### src/rtl/branch_resolve_bht.sv
// ---------------------------------------------------------------------------
// branch_resolve_bht
//
// Branch history table of 2-bit saturating counters combined with a RISC-V
// branch-condition resolver.
//
// The lookup path indexes the table with the fetch PC and returns the
// counter's MSB as a registered prediction. The resolve path evaluates the
// branch condition from funct3 and the two operands, then does three things:
// it registers the actual outcome, flags a mispredict against the prediction
// that was used, and trains the counter at the resolving PC. A saturating
// statistics counter tracks mispredicts.
//
// Handshake: neither path has backpressure. pred_valid and res_valid are
// single-cycle request strobes that are accepted on every rising edge. Each
// response appears exactly one cycle later. pred_out_valid qualifies
// pred_taken. res_taken, mispredict and illegal_fun3 are per-cycle pulses
// that are 0 in any cycle that does not follow a resolve.
//
// Ports
//   clk            : system clock, rising edge
//   rst_n          : asynchronous active-low reset
//   pred_valid     : lookup request
//   pred_pc        : PC of the fetched instruction
//   pred_taken     : registered prediction (counter MSB)
//   pred_out_valid : pred_taken is valid this cycle
//   res_valid      : a branch resolves this cycle
//   res_pc         : PC of the resolving branch
//   res_fun3       : RISC-V branch funct3
//   res_rs1/rs2    : branch operands
//   res_pred_taken : prediction that was used for the resolving branch
//   res_taken      : registered actual outcome
//   mispredict     : one-cycle pulse when the outcome differs from the prediction
//   illegal_fun3   : one-cycle pulse for funct3 010 / 011
//   mispredict_cnt : saturating mispredict count
//   stat_clr       : synchronous clear of mispredict_cnt (wins over increment)
// ---------------------------------------------------------------------------
module branch_resolve_bht #(
    parameter int DATA_WIDTH = 32,
    parameter int PC_WIDTH   = 32,
    parameter int BHT_DEPTH  = 64,
    parameter int STAT_WIDTH = 16
) (
    input  logic                  clk,
    input  logic                  rst_n,
    input  logic                  pred_valid,
    input  logic [PC_WIDTH-1:0]   pred_pc,
    output logic                  pred_taken,
    output logic                  pred_out_valid,
    input  logic                  res_valid,
    input  logic [PC_WIDTH-1:0]   res_pc,
    input  logic [2:0]            res_fun3,
    input  logic [DATA_WIDTH-1:0] res_rs1,
    input  logic [DATA_WIDTH-1:0] res_rs2,
    input  logic                  res_pred_taken,
    output logic                  res_taken,
    output logic                  mispredict,
    output logic                  illegal_fun3,
    output logic [STAT_WIDTH-1:0] mispredict_cnt,
    input  logic                  stat_clr
);

    localparam int IDX_W = $clog2(BHT_DEPTH);

    // 2-bit counter encodings
    localparam logic [1:0] CTR_SNT   = 2'b00;
    localparam logic [1:0] CTR_WNT   = 2'b01;
    localparam logic [1:0] CTR_ST    = 2'b11;

    localparam logic [STAT_WIDTH-1:0] CNT_MAX = '1;

    // ------------------------------------------------------------------
    // State
    // ------------------------------------------------------------------
    logic [1:0]            bht_q [BHT_DEPTH];
    logic                  pred_taken_q,     pred_taken_d;
    logic                  pred_out_valid_q, pred_out_valid_d;
    logic                  res_taken_q,      res_taken_d;
    logic                  mispredict_q,     mispredict_d;
    logic                  illegal_fun3_q,   illegal_fun3_d;
    logic [STAT_WIDTH-1:0] mispredict_cnt_q, mispredict_cnt_d;

    // ------------------------------------------------------------------
    // Index extraction: the word-aligned PC bits above the byte offset.
    // ------------------------------------------------------------------
    logic [IDX_W-1:0] pred_idx;
    logic [IDX_W-1:0] res_idx;

    assign pred_idx = pred_pc[IDX_W+1:2];
    assign res_idx  = res_pc[IDX_W+1:2];

    // Only the index bits of the PCs are used. The rest is folded here so
    // that the unused bits are visible and intentional.
    logic unused_pc_bits;
    assign unused_pc_bits = ^{pred_pc, res_pc};

    // ------------------------------------------------------------------
    // Branch condition
    // ------------------------------------------------------------------
    logic cond_taken;
    logic fun3_legal;

    always_comb begin
        cond_taken = 1'b0;
        fun3_legal = 1'b1;
        case (res_fun3)
            3'b000:  cond_taken = (res_rs1 == res_rs2);
            3'b001:  cond_taken = (res_rs1 != res_rs2);
            3'b100:  cond_taken = ($signed(res_rs1) <  $signed(res_rs2));
            3'b101:  cond_taken = ($signed(res_rs1) >= $signed(res_rs2));
            3'b110:  cond_taken = (res_rs1 <  res_rs2);
            3'b111:  cond_taken = (res_rs1 >= res_rs2);
            default: fun3_legal = 1'b0;  // 010 / 011 are not branches
        endcase
    end

    // A resolve only counts when funct3 is a real branch. Illegal encodings
    // must neither report an outcome nor train the table.
    logic res_accept;
    assign res_accept = res_valid & fun3_legal;

    // ------------------------------------------------------------------
    // Counter training
    // ------------------------------------------------------------------
    logic [1:0] upd_ctr_cur;
    logic [1:0] upd_ctr_d;

    assign upd_ctr_cur = bht_q[res_idx];

    always_comb begin
        upd_ctr_d = upd_ctr_cur;
        if (cond_taken) begin
            if (upd_ctr_cur != CTR_ST) begin
                upd_ctr_d = upd_ctr_cur + 2'd1;
            end
        end else begin
            if (upd_ctr_cur != CTR_SNT) begin
                upd_ctr_d = upd_ctr_cur - 2'd1;
            end
        end
    end

    // ------------------------------------------------------------------
    // Next-state for registered outputs
    // ------------------------------------------------------------------
    always_comb begin
        // The table read samples bht_q before the edge. A same-cycle
        // update to the same entry is therefore not visible to this lookup.
        pred_out_valid_d = pred_valid;
        pred_taken_d     = pred_valid & bht_q[pred_idx][1];

        res_taken_d      = res_accept & cond_taken;
        mispredict_d     = res_accept & (cond_taken ^ res_pred_taken);
        illegal_fun3_d   = res_valid & ~fun3_legal;

        mispredict_cnt_d = mispredict_cnt_q;
        if (stat_clr) begin
            mispredict_cnt_d = '0;
        end else if (mispredict_d && (mispredict_cnt_q != CNT_MAX)) begin
            mispredict_cnt_d = mispredict_cnt_q + 1'b1;
        end
    end

    // ------------------------------------------------------------------
    // Sequential state
    // ------------------------------------------------------------------
    always_ff @(posedge clk or negedge rst_n) begin
        if (!rst_n) begin
            for (int i = 0; i < BHT_DEPTH; i++) begin
                bht_q[i] <= CTR_WNT;
            end
        end else if (res_accept) begin
            bht_q[res_idx] <= upd_ctr_d;
        end
    end

    always_ff @(posedge clk or negedge rst_n) begin
        if (!rst_n) begin
            pred_taken_q     <= 1'b0;
            pred_out_valid_q <= 1'b0;
            res_taken_q      <= 1'b0;
            mispredict_q     <= 1'b0;
            illegal_fun3_q   <= 1'b0;
            mispredict_cnt_q <= '0;
        end else begin
            pred_taken_q     <= pred_taken_d;
            pred_out_valid_q <= pred_out_valid_d;
            res_taken_q      <= res_taken_d;
            mispredict_q     <= mispredict_d;
            illegal_fun3_q   <= illegal_fun3_d;
            mispredict_cnt_q <= mispredict_cnt_d;
        end
    end

    assign pred_taken     = pred_taken_q;
    assign pred_out_valid = pred_out_valid_q;
    assign res_taken      = res_taken_q;
    assign mispredict     = mispredict_q;
    assign illegal_fun3   = illegal_fun3_q;
    assign mispredict_cnt = mispredict_cnt_q;

endmodule

### config.mk
export PLATFORM = sky130hd
export DESIGN_NAME = branch_resolve_bht
export DESIGN_NICKNAME = d
export VERILOG_FILES = /design/src/rtl/branch_resolve_bht.sv
export SDC_FILE = /design/constraint.sdc
export NUM_CORES = 1
export LEC_CHECK = 0
export CAP_MARGIN = 20
export CORE_AREA = 2 2 189 191
export CTS_CLUSTER_SIZE = 20
export DETAILED_ROUTE_END_ITERATION = 16
export DIE_AREA = 0 0 191 193
export GPL_TIMING_DRIVEN = 0
export PLACE_DENSITY = 0.52
export SYNTH_ARGS = -nofsm -noshare
export SYNTH_HDL_FRONTEND = slang
export SYNTH_SLANG_ARGS = --single-unit
### constraint.sdc
create_clock -name clk -period 3.6 [get_ports clk]
set_input_delay 0.54 -clock clk [delete_from_list [all_inputs] [get_ports clk]]
set_output_delay 0.54 -clock clk [all_outputs]
set_load 0.01 [all_outputs]
==> results of run 1 <==
## timing repair
item | 4_1_cts | 5_1_grt
setup buffers | 13 | 6
setup endpoints to repair | 145 | 143
cloned | 2 | 0
pin swaps | 53 | 19
resized for setup | 264 | 47
## logic make-up after synthesis
logic type               after synthesis
AND/OR/NAND/NOR                      293
AO/OA/AOI/OAI                        187
flip-flops                           149
multiplexers                         111
buffers and inverters                 84
adder cells (fa/ha/maj)               35
## flip-flops by register name, summed over array words and instances, names as in the netlist
name,flops
res_taken,1
mispredict_cnt,16
mispredict,1
pred_out_valid,1
bht_q,128
pred_taken,1
illegal_fun3,1
## per-stage QoR
step                worst slack [ns]  cells  hold WS [ns]  power [mW]  util, %
finish                       0.07061   1478        0.1034       5.009    33.70
CTS                         0.001102   1471        0.1164       5.007    33.06
global placement              -4.315   1423        0.4916       2.960    29.32
floorplan                    0.01609    859        0.2444       2.565        -
global route                -0.03211   1478        0.1436       5.228    33.70
detailed placement            -1.348   1425        0.4950       2.978    29.43
## layout by cell type (no fill, tap or decap), types with 5 or more instances in the layout
| cell type | synthesis | layout |
|---|---|---|
| a21o_1 | 5 | 5 |
| a21oi_1 | 57 | 46 |
| a21oi_2 | 0 | 10 |
| a221oi_1 | 7 | 6 |
| a22o_1 | 6 | 6 |
| a22oi_1 | 37 | 37 |
| and3_1 | 6 | 6 |
| buf_2 | 3 | 16 |
| buf_4 | 0 | 26 |
| buf_6 | 1 | 10 |
| clkbuf_1 | 35 | 13 |
| clkbuf_16 | 0 | 17 |
| clkbuf_2 | 0 | 7 |
| clkbuf_4 | 0 | 7 |
| clkdlybuf4s15_1 | 0 | 5 |
| clkdlybuf4s50_1 | 0 | 43 |
| dfrtp_1 | 85 | 85 |
| dfstp_2 | 64 | 64 |
| dlygate4sd2_1 | 0 | 28 |
| dlymetal6s2s_1 | 0 | 5 |
| ha_1 | 33 | 5 |
| ha_4 | 0 | 25 |
| inv_1 | 41 | 18 |
| inv_2 | 0 | 19 |
| inv_6 | 0 | 6 |
| mux2_2 | 78 | 77 |
| mux2_4 | 0 | 6 |
| mux2i_1 | 5 | 5 |
| mux4_2 | 22 | 22 |
| nand2_1 | 84 | 80 |
| nand2b_1 | 9 | 9 |
| nand3_1 | 19 | 19 |
| nand4_1 | 11 | 11 |
| nor2_1 | 114 | 113 |
| nor2b_1 | 20 | 19 |
| o21ai_0 | 30 | 28 |
## Yosys cell counts, types with 4 or more instances
| master | n |
|---|---|
| a211oi_1 | 4 |
| inv_1 | 41 |
| a21oi_1 | 57 |
| nand3_1 | 19 |
| a2111oi_0 | 5 |
| buf_1 | 4 |
| nand4_1 | 11 |
| clkbuf_1 | 35 |
| mux2_1 | 6 |
| a21o_1 | 5 |
| a221oi_1 | 7 |
| or3_1 | 4 |
| a22oi_1 | 37 |
| nand2_1 | 84 |
| a211o_1 | 4 |
| dfstp_2 | 64 |
| mux2_2 | 78 |
| nor2_1 | 114 |
| o21ai_0 | 30 |
| mux2i_1 | 5 |
| dfrtp_1 | 85 |
| nor3_1 | 7 |
| a22o_1 | 6 |
| nand2b_1 | 9 |
| mux4_2 | 22 |
| and2_1 | 4 |
| and3_1 | 6 |
| nor2b_1 | 20 |
| ha_1 | 33 |
## layer usage
metal,wire length (um),global-route usage [%]
met1,13450,22.64
met2,13100,25.88
met3,2203,3.674
met4,484,4.890
met5,18,0
## worst max-delay path: cells and delay by family
kind	cells	cell delay, ns
and+or+nand+nor	5	0.77
adders and majority gates	1	0.43
muxes	2	0.81
AOI/OAI and AO/OA	1	0.14
buffers and inverters	4	1.19
## power by group
group          internal (mW)  total, mW  leakage, nW  switching (mW)
clock                   1.05       1.89        0.297           0.839
sequential              1.94       2.08         1.81           0.146
combinational          0.480       1.03         2.61           0.553
## final timing paths
check                                  startpoint                  to  slack [ns]  cells past startpoint
worst max-delay path                    res_pc[4]            bht_q[2]        0.07                     13
worst min-delay path                        rst_n          bht_q[119]        0.10                      1
worst max register to register  mispredict_cnt[6]  mispredict_cnt[15]        0.62                      9
worst min register to register           bht_q[3]            bht_q[3]        0.51                      2
max in group asynchronous                   rst_n           bht_q[10]        2.61                      2
min in group clk                         bht_q[3]            bht_q[3]        0.51                      2
## final cells by class
class                      count  area, um2  area share [%]
antenna                        1      2.502         0.02124
buffer                        41      254.0           2.156
clock buffer                  17      425.4           3.610
clock inverter                15      178.9           1.519
inverter                      41      163.9           1.391
multi-input combinational    626       5205           44.18
sequential                   149       3809           32.32
tap                          461      576.8           4.895
timing repair buffer         127       1167           9.908
==> impl_metrics.prom, run 1 <==
# TYPE chip_impl_metric gauge
chip_impl_info{name="grt_setup_unrepaired",value="yes"} 1
chip_impl_info{name="startpoint_type",value="input port"} 1
chip_impl_info{name="run_status",value="complete, no violations"} 1
chip_impl_metric{name="starting_drt_drc_count",unit=""} 621
chip_impl_metric{name="hold_viol_final",unit=""} 0
chip_impl_metric{name="finalInstanceArea",unit="um2"} 11780
chip_impl_metric{name="cts_buffer_count",unit=""} 17
chip_impl_info{name="synth_ff_type",value="dfrtp_1"} 1
chip_impl_info{name="cts_root_buf",value="clkbuf_16"} 1
chip_impl_metric{name="start_util",unit="%"} 24.72
chip_impl_metric{name="post_synthesis_net_count",unit=""} 1029
chip_impl_metric{name="relative_slew_slack",unit="%"} 41.66
chip_impl_metric{name="slowest_delay",unit="ns"} 0.53
chip_impl_metric{name="finalNetCount",unit=""} 1173
chip_impl_metric{name="post_synth_inst_count",unit=""} 859
chip_impl_info{name="synth.top_cells.by_area",value="dfrtp_1 25%, dfstp_2 19%, mux2_2 10%"} 1
chip_impl_metric{name="routed_wire_length",unit="um"} 29250
chip_impl_metric{name="io-pin-count",unit=""} 158
chip_impl_metric{name="final-max-slew-violation-count",unit=""} 0
chip_impl_metric{name="synthToLayoutAreaGrowth",unit="%"} 36.32
chip_impl_metric{name="gpl.final_weighted_congestion",unit=""} 0.8866
chip_impl_metric{name="seq_area_frac_synth",unit="%"} 44.06
chip_impl_metric{name="synthesis.area_per_instance",unit="um2"} 10.06
chip_impl_metric{name="postCtsHoldBufs",unit=""} 0
chip_impl_info{name="worstPathCellList",value="clkdlybuf4s50_1 -> buf_4 -> and2_1 -> clkbuf_2 -> nor2b_4 -> a22oi_1 -> nand4_1 -> mux4_2 -> nand2b_1 -> nand3_1 -> maj3_2 -> clkbuf_4 -> mux2_2"} 1
chip_impl_metric{name="firstDrtPassIters",unit=""} 5
chip_impl_info{name="largest_family_of_logic_cells_by_synthesized_area",value="multiplexers"} 1
chip_impl_metric{name="dpl_cell_area",unit="um2"} 10290
chip_impl_metric{name="worstMarginPinSlew",unit="ns"} 0.8751
chip_impl_metric{name="synthDistinctLibCells",unit=""} 62
chip_impl_metric{name="syn-cell-area",unit="um2"} 8643
chip_impl_metric{name="number_of_global_route_vias_before_repair",unit=""} 7788
chip_impl_metric{name="detailed_place_hpwl",unit="um"} 20760
chip_impl_metric{name="maxClockFrequency",unit="MHz"} 283.3
chip_impl_metric{name="detail_route.vias_per_cell",unit=""} 5.093
chip_impl_metric{name="grt_remaining_overflow",unit=""} 0
chip_impl_metric{name="initial_antenna_violation_count",unit=""} 2
chip_impl_metric{name="yosys_warnings",unit=""} 0
chip_impl_metric{name="worst_skew_pair.late_latency",unit="ns"} 0.44
chip_impl_metric{name="number_of_synthesized_flops_with_an_enable_pin",unit=""} 0
chip_impl_metric{name="drc_markers",unit=""} 0
chip_impl_metric{name="ir_drop",unit="mV"} 0.3566
chip_impl_metric{name="muxShareOfSynthArea",unit="%"} 17.26
chip_impl_metric{name="die_height",unit="um"} 193
chip_impl_metric{name="design.die.area",unit="um2"} 36860
chip_impl_metric{name="post_synth_xor_area_fraction",unit="%"} 0
chip_impl_metric{name="core.rowCount",unit=""} 69
chip_impl_metric{name="async_reset_ff_share",unit="%"} 100.0
chip_impl_metric{name="fin_worst_skew",unit="ns"} 0.01492
chip_impl_metric{name="fillerInstances",unit=""} 3566
chip_impl_metric{name="track_usage",unit="%"} 16.47
chip_impl_info{name="timing.hold.worst.class",value="in -> async"} 1
chip_impl_metric{name="post-route-period-util",unit="%"} 98.04
chip_impl_info{name="crit_path_end_kind",value="register"} 1
chip_impl_metric{name="arrival",unit="ns"} 3.89
chip_impl_metric{name="cts_max_level",unit=""} 4
chip_impl_metric{name="die-width",unit="um"} 191
chip_impl_metric{name="clk_pin_slew",unit="ns"} 0.07
chip_impl_metric{name="finalSetupTns",unit="ns"} 0
chip_impl_metric{name="post_drt_wl_per_cell",unit="um"} 19.79
chip_impl_metric{name="first_pass_grt_wire_length",unit="um"} 45960
chip_impl_info{name="synthDominantAreaCellType",value="dfrtp_1"} 1
chip_impl_metric{name="drive_gt1_share",unit="%"} 37.01
chip_impl_metric{name="cellPowerDensity",unit="nW/um2"} 425.1
chip_impl_metric{name="finalSetupViolCount",unit=""} 0
chip_impl_metric{name="maxCapViolations",unit=""} 0
chip_impl_metric{name="required",unit="ns"} 3.96
chip_impl_info{name="cts_tree",value="done"} 1
chip_impl_metric{name="cts.sink_count",unit=""} 149
chip_impl_info{name="crit_slowest_cell",value="mux4_2"} 1
chip_impl_info{name="crit_type",value="in -> reg"} 1
chip_impl_metric{name="synth_top_cell_area_share",unit="%"} 24.61
chip_impl_metric{name="synth_fa_ha_area_share",unit="%"} 5.023
chip_impl_metric{name="via_count",unit=""} 7528
chip_impl_metric{name="final.min_clock_period",unit="ns"} 3.529
chip_impl_metric{name="cts.path.max_buffers",unit=""} 2
chip_impl_metric{name="post_synth_and_or_nand_nor_area_fraction",unit="%"} 15.29
chip_impl_metric{name="cellLeakagePower",unit="nW"} 4.718
chip_impl_metric{name="portBuffers",unit=""} 103
chip_impl_metric{name="maximum_number_of_pins_on_one_net_before_global_route_repair",unit=""} 80
chip_impl_metric{name="design.core.area",unit="um2"} 34960
chip_impl_metric{name="crit_fanout",unit=""} 10
chip_impl_metric{name="synth-compound-area-share",unit="%"} 14.59
chip_impl_metric{name="detail-route-antenna-nets",unit=""} 0
chip_impl_metric{name="ys_seq_elements",unit=""} 149
(Power assumes the default switching activity.)
==> run 2: changes to the inputs <==
--- a/config.mk
+++ b/config.mk
@@ -6,12 +6,12 @@
 export NUM_CORES = 1
 export LEC_CHECK = 0
 export CAP_MARGIN = 20
-export CORE_AREA = 2 2 189 191
+export CORE_AREA = 2 2 131 133
 export CTS_CLUSTER_SIZE = 20
 export DETAILED_ROUTE_END_ITERATION = 16
-export DIE_AREA = 0 0 191 193
+export DIE_AREA = 0 0 133 135
 export GPL_TIMING_DRIVEN = 0
-export PLACE_DENSITY = 0.52
+export PLACE_DENSITY = 0.88
 export SYNTH_ARGS = -nofsm -noshare
 export SYNTH_HDL_FRONTEND = slang
 export SYNTH_SLANG_ARGS = --single-unit
==> run 2 against run 1 <==
Net effect: the flow now finishes with violations (negative setup slack); non-clock buffer count increased by 12; combinational power increased by 15%; core utilization increased by 39 points; clock power increased by 2%; cell count decreased by 15%; global-route usage increased by 16 points; critical endpoint is now bht_q[58].
==> impl_metrics.prom, run 2 (synthesis results as in run 1) <==
# TYPE chip_impl_metric gauge
chip_impl_metric{name="number_of_global_route_vias_before_repair",unit=""} 8203
chip_impl_metric{name="design.die.area",unit="um2"} 17960
chip_impl_info{name="registers.top_by_ff_count",value="bht_q"} 1
chip_impl_metric{name="fin_worst_skew",unit="ns"} 0.01105
chip_impl_metric{name="start_util",unit="%"} 52.68
chip_impl_metric{name="hold_viol_final",unit=""} 0
chip_impl_metric{name="worst_skew_pair.late_latency",unit="ns"} 0.43
chip_impl_metric{name="portBuffers",unit=""} 103
chip_impl_info{name="leading_cell_type_in_the_layout_fill_and_taps_excluded",value="nor2_1"} 1
chip_impl_info{name="cts_tree",value="done"} 1
chip_impl_metric{name="final-max-slew-violation-count",unit=""} 0
chip_impl_metric{name="cellLeakagePower",unit="nW"} 5.082
chip_impl_info{name="startpoint_type",value="input port"} 1
chip_impl_metric{name="drc_markers",unit=""} 0
chip_impl_metric{name="largest_register_ff_count",unit=""} 128
chip_impl_metric{name="fillerInstances",unit=""} 1037
chip_impl_metric{name="cts_buffer_count",unit=""} 17
chip_impl_metric{name="die_height",unit="um"} 135
chip_impl_info{name="cts_root_buf",value="clkbuf_16"} 1
chip_impl_metric{name="postCtsHoldBufs",unit=""} 0
chip_impl_metric{name="cts_max_level",unit=""} 4
chip_impl_metric{name="crit_fanout",unit=""} 10
chip_impl_metric{name="starting_drt_drc_count",unit=""} 889
chip_impl_metric{name="core.rowCount",unit=""} 47
chip_impl_metric{name="cp_num_buf_inv",unit=""} 5
chip_impl_metric{name="finalSetupViolCount",unit=""} 28
chip_impl_metric{name="synthToLayoutAreaGrowth",unit="%"} 38.01
chip_impl_metric{name="arrival",unit="ns"} 3.98
chip_impl_metric{name="initial_antenna_violation_count",unit=""} 1
chip_impl_metric{name="relative_slew_slack",unit="%"} 34.46
chip_impl_metric{name="detailed_place_hpwl",unit="um"} 19050
chip_impl_metric{name="cts.sink_count",unit=""} 149
chip_impl_metric{name="first_pass_grt_wire_length",unit="um"} 44210
chip_impl_metric{name="die-width",unit="um"} 133
chip_impl_metric{name="via_count",unit=""} 8193
chip_impl_metric{name="io-pin-count",unit=""} 158
chip_impl_metric{name="finalNetCount",unit=""} 1186
chip_impl_metric{name="required",unit="ns"} 3.96
chip_impl_info{name="worstPathCellList",value="clkdlybuf4s50_1 -> nand2b_1 -> nor2_2 -> clkbuf_2 -> a22oi_1 -> a31oi_1 -> o21a_1 -> a2111oi_4 -> buf_4 -> maj3_2 -> buf_12 -> clkbuf_16 -> mux2_2"} 1
chip_impl_metric{name="post_drt_wl_per_cell",unit="um"} 23.90
chip_impl_metric{name="worstMarginPinSlew",unit="ns"} 0.9831
chip_impl_info{name="crit_path_end_kind",value="register"} 1
chip_impl_info{name="run_status",value="finished, violations left"} 1
chip_impl_metric{name="drive_gt1_share",unit="%"} 39.36
chip_impl_info{name="crit_type",value="in -> reg"} 1
chip_impl_info{name="mostFrequentLayoutCells",value="113 x nor2_1, 85 x dfrtp_1, 81 x nand2_1, 68 x mux2_2, 64 x dfstp_2"} 1
chip_impl_info{name="timing.hold.worst.class",value="in -> async"} 1
chip_impl_metric{name="finalPower",unit="mW"} 5.201
chip_impl_info{name="cp_top_family",value="buffers and inverters"} 1
chip_impl_metric{name="clk_pin_slew",unit="ns"} 0.06
chip_impl_metric{name="maximum_number_of_pins_on_one_net_before_global_route_repair",unit=""} 89
chip_impl_metric{name="post-route-period-util",unit="%"} 100.8
chip_impl_metric{name="grt_remaining_overflow",unit=""} 0
chip_impl_metric{name="maxClockFrequency",unit="MHz"} 275.6
chip_impl_metric{name="track_usage",unit="%"} 32.32
chip_impl_info{name="grt_setup_unrepaired",value="yes"} 1
chip_impl_metric{name="maxCapViolations",unit=""} 0
chip_impl_info{name="crit_slowest_cell",value="clkdlybuf4s50_1"} 1
chip_impl_metric{name="post-route-worst-setup-slack",unit="ns"} -0.02822
chip_impl_metric{name="cellPowerDensity",unit="nW/um2"} 436.0
chip_impl_metric{name="slowest_delay",unit="ns"} 0.57
chip_impl_metric{name="final.min_clock_period",unit="ns"} 3.628
chip_impl_metric{name="pre_cts_ws",unit="ns"} -1.476
chip_impl_metric{name="detail-route-antenna-nets",unit=""} 0
chip_impl_metric{name="design.core.area",unit="um2"} 16410
chip_impl_metric{name="gpl.final_weighted_congestion",unit=""} 1.034
chip_impl_metric{name="detail_route.vias_per_cell",unit=""} 6.554
chip_impl_metric{name="routed_wire_length",unit="um"} 29870
chip_impl_metric{name="multi_input_comb_area",unit="um2"} 5309
chip_impl_metric{name="cts.path.max_buffers",unit=""} 2
chip_impl_metric{name="layout.area.seq",unit="um2"} 3809
chip_impl_metric{name="ir_drop",unit="mV"} 0.3585
chip_impl_metric{name="firstDrtPassIters",unit=""} 7
chip_impl_info{name="failed_checks",value="negative setup slack"} 1
[run 2: changes by cell type in the layout (fill, tap and decap cells not counted), sizes merged]
cell	change
maj3	+1
inv	-8
clkdlybuf4s50	-7
buf	+5
clkinvlp	+1
dlymetal6s2s	+26
dlygate4sd2	-24
clkbuf	+16
clkinv	+1
bufinv	+2
[run 2: routing by layer]
metal | up-vias | track usage, % | part of all wire, %
li1 | 3435 | - | -
met1 | 3913 | 37.69 | 35
met2 | 677 | 53.22 | 48
met3 | 168 | 10.96 | 12
met4 | 0 | 16.85 | 5.5
met5 | - | 0 | 0
[run 2: area by class of cell]
cell class                 count  area share (%)
antenna                        1         0.02098
buffer                        41           2.559
clock buffer                  21           3.860
clock inverter                11           1.437
inverter                      41           1.353
multi-input combinational    627           44.50
sequential                   149           31.93
tap                          220           2.308
timing repair buffer         139           12.03
[run 2: worst paths after layout]
path	cells after the start	end	start	slack [ns]
worst max-delay path	13	bht_q[58]	res_pc[4]	-0.03
worst max register to register	9	mispredict_cnt[15]	mispredict_cnt[6]	0.57
worst min register to register	2	bht_q[9]	bht_q[9]	0.52
worst min-delay path	1	bht_q[127]	rst_n	0.07
max in group asynchronous	2	bht_q[12]	rst_n	2.67
min in group clk	2	bht_q[9]	bht_q[9]	0.52
[run 2: power by group]
part           switching, mW  total [mW]  leakage, nW  internal, mW
logic                  0.605        1.18         2.97         0.576
registers              0.151        2.09         1.81          1.94
clock network          0.728        1.93        0.304          1.20
total                   1.48        5.20         5.08          3.72
[run 2: stage by stage]
stage / util [%] / cell area, um2 / cells / TNS (ns) / hold WS, ns
after floorplan: - / 8645 / 859 / 0 / 0.2444
after global placement: 60.65 / 9951 / 1182 / -647.28 / 0.4898
after detailed placement: 60.90 / 9992 / 1185 / -180.91 / 0.5026
after CTS: 69.79 / 11450 / 1245 / -0.1392 / 0.1033
after global routing: 72.71 / 11930 / 1250 / -1.120 / 0.1240
final: 72.71 / 11930 / 1250 / -0.4012 / 0.07024
[run 2: what timing repair did]
action                                  CTS  global route
gates resized for setup                 236           135
pin swaps                                42            52
setup buffers                            24             5
cloned                                    4             2
endpoints found under the setup margin  143           143
==> run 3: changes to the inputs <==
==> constraint.sdc (replaced) <==
create_clock -name clk -period 3.6 [get_ports clk]
set_input_delay 0.54 -clock clk [delete_from_list [all_inputs] [get_ports clk]]
set_output_delay 0.54 -clock clk [all_outputs]
set_load 0.1 [all_outputs]
==> results of run 3 <==
The final DEF is identical to that of run 2. Status: finished, violations left: negative setup slack.
Among the figures that moved: total power 5.201 mW -> 5.239 mW
